--- src/rtl/tqvp_rejunity_vga_fb.sv ---
// tqvp_rejunity_vga_fb: scanline-buffer VGA peripheral for the TinyQV bus.
// One line of PIXEL_COUNT pixels (BPP bits each) and a 2^BPP-entry palette,
// shown on every scanline of internally generated 1024x768 timing at 64 MHz.
// Optional macro VGA_FB_READBACK_EN enables the register read mux.
//
// Ports:
//   clk, rst_n      - clock, asynchronous active-low reset
//   ui_in           - unused
//   uo_out          - {hsync, rrggbb[5:3], vsync, rrggbb[2:0]}, registered
//   address         - byte address within the peripheral
//   data_in         - write data
//   data_write_n    - 11 none, 00 8-bit, 01 16-bit, 10 32-bit
//   data_read_n     - same encoding, used only with readback enabled
//   data_out        - combinational read data (0 without readback)
//   data_ready      - always 1
//   user_interrupt  - level line/frame interrupt, cleared by write to 0x3C
module tqvp_rejunity_vga_fb #(
    parameter int PIXEL_COUNT = 320,
    parameter int BPP         = 1,
    parameter int PIXEL_WIDTH = 3
) (
    input  logic        clk,
    input  logic        rst_n,
    input  logic [7:0]  ui_in,
    output logic [7:0]  uo_out,
    input  logic [5:0]  address,
    input  logic [31:0] data_in,
    input  logic [1:0]  data_write_n,
    input  logic [1:0]  data_read_n,
    output logic [31:0] data_out,
    output logic        data_ready,
    output logic        user_interrupt
);

    localparam int LINE_BITS = PIXEL_COUNT * BPP;
    localparam int WORDS     = LINE_BITS / 32;
    localparam int NPAL      = 1 << BPP;
    localparam int IW        = $clog2(LINE_BITS);
    localparam int PW_W      = (PIXEL_WIDTH > 1) ? $clog2(PIXEL_WIDTH) : 1;

    localparam logic [10:0] H_ACT      = 11'd1024;
    localparam logic [10:0] H_SYNC_BEG = 11'd1048;
    localparam logic [10:0] H_SYNC_END = 11'd1184;
    localparam logic [10:0] H_LAST     = 11'd1343;
    localparam logic [9:0]  V_ACT      = 10'd768;
    localparam logic [9:0]  V_SYNC_BEG = 10'd771;
    localparam logic [9:0]  V_SYNC_END = 10'd777;
    localparam logic [9:0]  V_LAST     = 10'd805;

    logic [10:0]          hcount;
    logic [9:0]           vcount;
    logic [PW_W-1:0]      presc;
    logic [10:0]          pix_idx;
    logic [LINE_BITS-1:0] line_q;
    logic [5:0]           pal_q [NPAL];
    logic [1:0]           ctrl_q;

    logic                 active;
    logic                 hsync_n;
    logic                 vsync_n;
    logic [IW-1:0]        bit_idx;
    logic [BPP-1:0]       pix_val;
    logic [5:0]           rgb;

    logic                 wr;
    logic                 line_we;
    logic                 pal_we;
    logic                 ctrl_we;
    logic                 irq_set;
    logic                 irq_clr;

    logic                 unused;
    assign unused = &{1'b0, ui_in, data_read_n};

    assign data_ready = 1'b1;

    function automatic logic [5:0] pal_reset(input int n);
        case (n)
            0:       return 6'h10;
            1:       return 6'h0B;
            2:       return 6'h3F;
            default: return 6'h00;
        endcase
    endfunction

    // Beam counters. The pixel prescaler is realigned at the start of
    // every line so pixel n always begins at hcount n*PIXEL_WIDTH.
    always_ff @(posedge clk or negedge rst_n) begin
        if (!rst_n) begin
            hcount  <= '0;
            vcount  <= '0;
            presc   <= '0;
            pix_idx <= '0;
        end else if (hcount == H_LAST) begin
            hcount  <= '0;
            vcount  <= (vcount == V_LAST) ? 10'd0 : vcount + 10'd1;
            presc   <= '0;
            pix_idx <= '0;
        end else begin
            hcount <= hcount + 11'd1;
            if (presc == PW_W'(PIXEL_WIDTH - 1)) begin
                presc   <= '0;
                pix_idx <= pix_idx + 11'd1;
            end else begin
                presc <= presc + PW_W'(1);
            end
        end
    end

    always_comb begin
        active  = (hcount < H_ACT) && (vcount < V_ACT);
        hsync_n = !((hcount >= H_SYNC_BEG) && (hcount < H_SYNC_END));
        vsync_n = !((vcount >= V_SYNC_BEG) && (vcount < V_SYNC_END));
        bit_idx = IW'(pix_idx * 11'(BPP));
        pix_val = line_q[bit_idx +: BPP];
        rgb     = 6'h00;
        if (active && ctrl_q[0]) begin
            // Past the last stored pixel the line is padded with PAL[0].
            if (pix_idx >= 11'(PIXEL_COUNT)) begin
                rgb = pal_q[0];
            end else begin
                rgb = pal_q[pix_val];
            end
        end
    end

    always_ff @(posedge clk or negedge rst_n) begin
        if (!rst_n) begin
            uo_out <= 8'h88;
        end else begin
            uo_out <= {hsync_n, rgb[5:3], vsync_n, rgb[2:0]};
        end
    end

    always_comb begin
        wr      = (data_write_n != 2'b11);
        line_we = wr && (data_write_n == 2'b10) &&
                  (address[1:0] == 2'b00) &&
                  (address[5:2] < 4'(WORDS));
        pal_we  = wr && (address[5:2] == 4'hC);
        ctrl_we = wr && (address == 6'h38);
        irq_clr = wr && (address == 6'h3C);
        if (ctrl_q[1]) begin
            irq_set = (vcount == V_ACT) && (hcount == 11'd0);
        end else begin
            irq_set = (hcount == H_ACT) && (vcount < V_ACT);
        end
    end

    always_ff @(posedge clk or negedge rst_n) begin
        if (!rst_n) begin
            line_q         <= '0;
            ctrl_q         <= 2'b01;
            user_interrupt <= 1'b0;
            for (int n = 0; n < NPAL; n++) begin
                pal_q[n] <= pal_reset(n);
            end
        end else begin
            for (int w = 0; w < WORDS; w++) begin
                if (line_we && (address[5:2] == 4'(w))) begin
                    line_q[32*w +: 32] <= data_in;
                end
            end
            for (int n = 0; n < NPAL; n++) begin
                if (pal_we && (address[1:0] == 2'(n))) begin
                    pal_q[n] <= data_in[5:0];
                end
            end
            if (ctrl_we) begin
                ctrl_q <= data_in[1:0];
            end
            // A set event beats a simultaneous clear.
            if (irq_set) begin
                user_interrupt <= 1'b1;
            end else if (irq_clr) begin
                user_interrupt <= 1'b0;
            end
        end
    end

`ifdef VGA_FB_READBACK_EN
    logic vblank;
    assign vblank = (vcount >= V_ACT);

    always_comb begin
        data_out = 32'h0;
        if (data_read_n != 2'b11) begin
            for (int w = 0; w < WORDS; w++) begin
                if (address == 6'(4 * w)) begin
                    data_out = line_q[32*w +: 32];
                end
            end
            for (int n = 0; n < NPAL; n++) begin
                if (address == 6'(48 + n)) begin
                    data_out = {26'b0, pal_q[n]};
                end
            end
            if (address == 6'h38) begin
                data_out = {30'b0, ctrl_q};
            end
            if (address == 6'h3C) begin
                data_out = {vblank, 21'b0, vcount};
            end
        end
    end
`else
    assign data_out = 32'h0;
`endif

endmodule

--- config.mk ---
export PLATFORM = sky130hd
export DESIGN_NAME = tqvp_rejunity_vga_fb
export DESIGN_NICKNAME = d
export VERILOG_FILES = /design/src/rtl/tqvp_rejunity_vga_fb.sv
export SDC_FILE = /design/constraint.sdc
export NUM_CORES = 1
export LEC_CHECK = 0
export ABC_AREA = 0
export CAP_MARGIN = 20
export CELL_PAD_IN_SITES_DETAIL_PLACEMENT = 1
export CELL_PAD_IN_SITES_GLOBAL_PLACEMENT = 2
export CORE_MARGIN = 2
export CORE_UTILIZATION = 30
export CTS_BUF_LIST = sky130_fd_sc_hd__clkbuf_8
export DETAILED_ROUTE_END_ITERATION = 10
export PLACE_DENSITY = 0.69
export SLEW_MARGIN = 10
export SYNTH_ARGS = -nofsm -noshare
export SYNTH_HDL_FRONTEND = slang
export SYNTH_SLANG_ARGS = --single-unit
--- constraint.sdc ---
create_clock -name clk -period 7.83 [get_ports clk]
set_clock_uncertainty 0.15 [all_clocks]
set_input_delay 2.349 -clock clk [delete_from_list [all_inputs] [get_ports clk]]
set_output_delay 2.349 -clock clk [all_outputs]
set_load 0.01 [all_outputs]
==> key figures <==
Run status
  • Status: finished clean

Clock network
  • Worst-case clock buffer depth: 3
  • Worst-skew pair later-pin latency: 640 ps
  • Post-CTS Setup Inserts: 0
  • Worst-path clk slew: 50 ps
  • Sink Count: 377
  • Total CTS buffers: 70
  • Clk root buf: clkbuf_8
  • Post-CTS sizing: 0
  • H-tree levels: 3
  • CTS tree: built
  • Hold Buf Count CTS: 0

Routing
  • Routed wire length: 44000 µm
  • Routed vias: 10300
  • DR WL/cell: 20.9 µm
  • Initial DRC count: 397
  • Antenna viol nets, final: 0
  • DRC Markers: 0
  • Vias per std cell: 4.88
  • Drt pass-1 iters: 4

Flow run
  • Max Cap Viol: 0

Global routing
  • GR Util All Layers: 14.9%
  • Global route overflow: 0
  • First-pass GRT wire length: 68600 µm
  • Initial antenna violation count: 2
  • GRT met1 Usage: 20.1%
  • Met2 GRT Util: 23.8%
  • Largest net degree at the start of global routing: 118
  • GRT Max-Usage Layer: met2
  • Vias in the first global route: 11300
  • GR Util met3: 3.21%

Logic synthesis
  • Syn Area/Cell: 14.2 µm²
  • Sequential element share of the synthesized area: 53.3%
  • Ys Warns: 0
  • Mapped cell area: 17700 µm²
  • Fraction of registers with async set or reset after synthesis: 100%
  • Synth Register Bits: 377
  • Synth unique cells: 59
  • Post-synth EDFFs: 0
  • Cell count after synthesis: 1248
  • Ys flop type: dfrtp_1

Layout
  • Layout cells sized above 1: 39.9%
  • Design Area, Final: 20100 µm²
  • Utilization of the core after routing: 34.2%
  • Layout Cells excl Fill: 2109
  • Nets@finish: 1347
  • Synth-to-layout area growth: 13.4%

Setup path
  • Startpoint Class: primary input
  • WP data arrival: 5460 ps
  • Worst-path cell chain: clkdlybuf4s50_1, nor4b_1, nor3b_1, nand2_1, buf_4, mux2_2
  • Worst Path Max Fanout: 17
  • Worst Reg-to-Reg Cells: 9
  • Crit path required time: 8180 ps
  • CP peak stage delay: 830 ps
  • Slowest CP cell: nor4b_1
  • Kind of critical path: primary input to flip-flop
  • CP Capture Type: flip-flop

Hold path
  • HP Class: flip-flop to flip-flop
  • Hold depth: 1

STA
  • Final Hold Viols: 0
  • Slew @ Worst Pin: 936 ps
  • Final setup viols: 0
  • Period utilization: 65.3%
  • Setup tns final: 0 ps
  • Worst slew margin: 36.7%
  • Min Tclk post-route: 5110 ps
  • Max Slew Vio Count: 0
  • RSZ-0062 raised after global routing: false
  • Fmax: 0.196 GHz

Pwr
  • VDD IR-drop max: 0.106 mV
  • Leak: 9.28 nW
  • Total power draw: 4.33 mW
  • P per Cell Area: 215 nW/µm²

Floorplan
  • Die area: 61000 µm²
  • Rows: 89
  • IO Pins: 94
  • Die X: 247 µm
  • CORE AREA: 58700 µm²
  • Die Y-Extent: 247 µm
  • Starting Density: 30.2%

Place
  • I/O Buffers: 50
  • Hpwl dp: 28100 µm
  • Post-DP Area: 18700 µm²
  • Inst Count DP: 1987
  • Placer Congestion: 0.848
-- stage by stage --
stage,hold WS (ps),worst slack (ps)
after floorplan,274,3580
after global placement,287,2220
after detailed placement,299,2080
after CTS,306,2780
after global routing,330,2530
final,303,2720
-- logic make-up (layout without fill, tap and decap cells) --
family	after synthesis	in the layout	share of synthesized area, %
AOI/OAI and AO/OA	64	64	2.59
other	2	34	0.0424
adders and majority gates	8	8	0.565
xor gates and xnor gates	21	21	1.04
DFF	377	377	53.3
and+or+nand+nor	184	184	5.39
muxes	446	446	32.6
buffers and inverters	146	202	4.46
-- path summary, 6_finish.rpt --
| kind | startpoint | to | slack (ps) |
|---|---|---|---|
| min in group asynchronous | rst_n | line_q[258]$_DFFE_PN0P_ | 1590 |
| setup / recovery | address[0] | line_q[158]$_DFFE_PN0P_ | 2720 |
| setup reg to reg | pix_idx[1]$_DFFE_PN0P_ | uo_out[0]$_DFF_PN0_ | 3930 |
| max in group asynchronous | rst_n | line_q[242]$_DFFE_PN0P_ | 4600 |
| hold / removal | presc[1]$_DFF_PN0_ | presc[0]$_DFF_PN0_ | 300 |
| hold reg to reg | presc[1]$_DFF_PN0_ | presc[0]$_DFF_PN0_ | 300 |
-- power breakdown --
part	internal [mW]	switching, mW
clock	0.987	0.813
sequential	2.10	0.0696
combinational	0.187	0.165
-- per-layer routing --
layer  vias up  wire [µm]
met1      5479      20300
met4         2       1010
met3        74       1960
met2       174      20700
li1       4561          -
met5         -         13
-- worst max-delay path, delay by kind of cell --
| family | cells | cell delay (ps) |
|---|---|---|
| simple gates | 3 | 1870 |
| mux | 1 | 300 |
| buf+inv | 2 | 930 |
-- registers in the layout (all words and copies together) (netlist names) --
register and count:
presc 2, pix_idx 11, line_q 320, hcount 11
user_interrupt 1, ctrl_q 2, vcount 10, uo_out 8
pal_q 12
-- cells in the mapped netlist, types with 5 or more instances --
| cell type | n | area [µm²] |
|---|---|---|
| a21oi_1 | 11 | 55.1 |
| a22oi_1 | 17 | 128 |
| a31oi_1 | 5 | 31.3 |
| and3_1 | 6 | 37.5 |
| buf_1 | 48 | 180 |
| buf_2 | 5 | 25.0 |
| buf_4 | 36 | 270 |
| buf_6 | 9 | 101 |
| clkbuf_1 | 36 | 135 |
| dfrtp_1 | 370 | 9260 |
| dfstp_2 | 7 | 184 |
| ha_1 | 8 | 100 |
| inv_1 | 9 | 33.8 |
| mux2_2 | 337 | 3790 |
| mux2i_1 | 38 | 380 |
| mux4_2 | 69 | 1550 |
| nand2_1 | 49 | 184 |
| nand2b_1 | 7 | 43.8 |
| nand3_1 | 16 | 80.1 |
| nand4_1 | 14 | 87.6 |
| nand4b_1 | 5 | 43.8 |
| nor2_1 | 37 | 139 |
| nor2b_1 | 13 | 81.3 |
| nor3_1 | 10 | 50.1 |
| nor3b_1 | 5 | 37.5 |
| o21ai_0 | 8 | 40.0 |
| xnor2_1 | 9 | 78.8 |
| xor2_1 | 12 | 105 |
-- cell usage in the layout (no fill, tap or decap), types with 3 or more instances in the layout --
master	count
dfrtp_1	367
mux2_2	337
clkbuf_8	83
mux4_2	69
nand2_1	49
clkdlybuf4s50_1	49
inv_1	39
mux2i_1	38
nor2_1	37
conb_1	33
buf_4	18
a22oi_1	17
nand3_1	16
nand4_1	14
nor2b_1	13
xor2_1	12
a21oi_1	11
nor3_1	10
xnor2_1	9
o21ai_0	8
ha_1	8
nand2b_1	7
dfstp_2	7
and3_1	6
nor3b_1	5
a31oi_1	5
nand4b_1	5
and2_1	4
or3_1	4
nor4_1	3
a221oi_1	3
o22ai_1	3
clkinv_2	3
-- layout make-up --
type / count / area [µm²]
clock inverter: 37 / 181
sequential: 377 / 9450
clock buffer: 83 / 1140
multi-input combinational: 756 / 7590
fill: 6094 / 38600
inverter: 10 / 37.5
antenna: 1 / 2.50
timing repair buffer: 72 / 707
tap: 773 / 967
No activity file was read; power rests on OpenSTA's default activity.
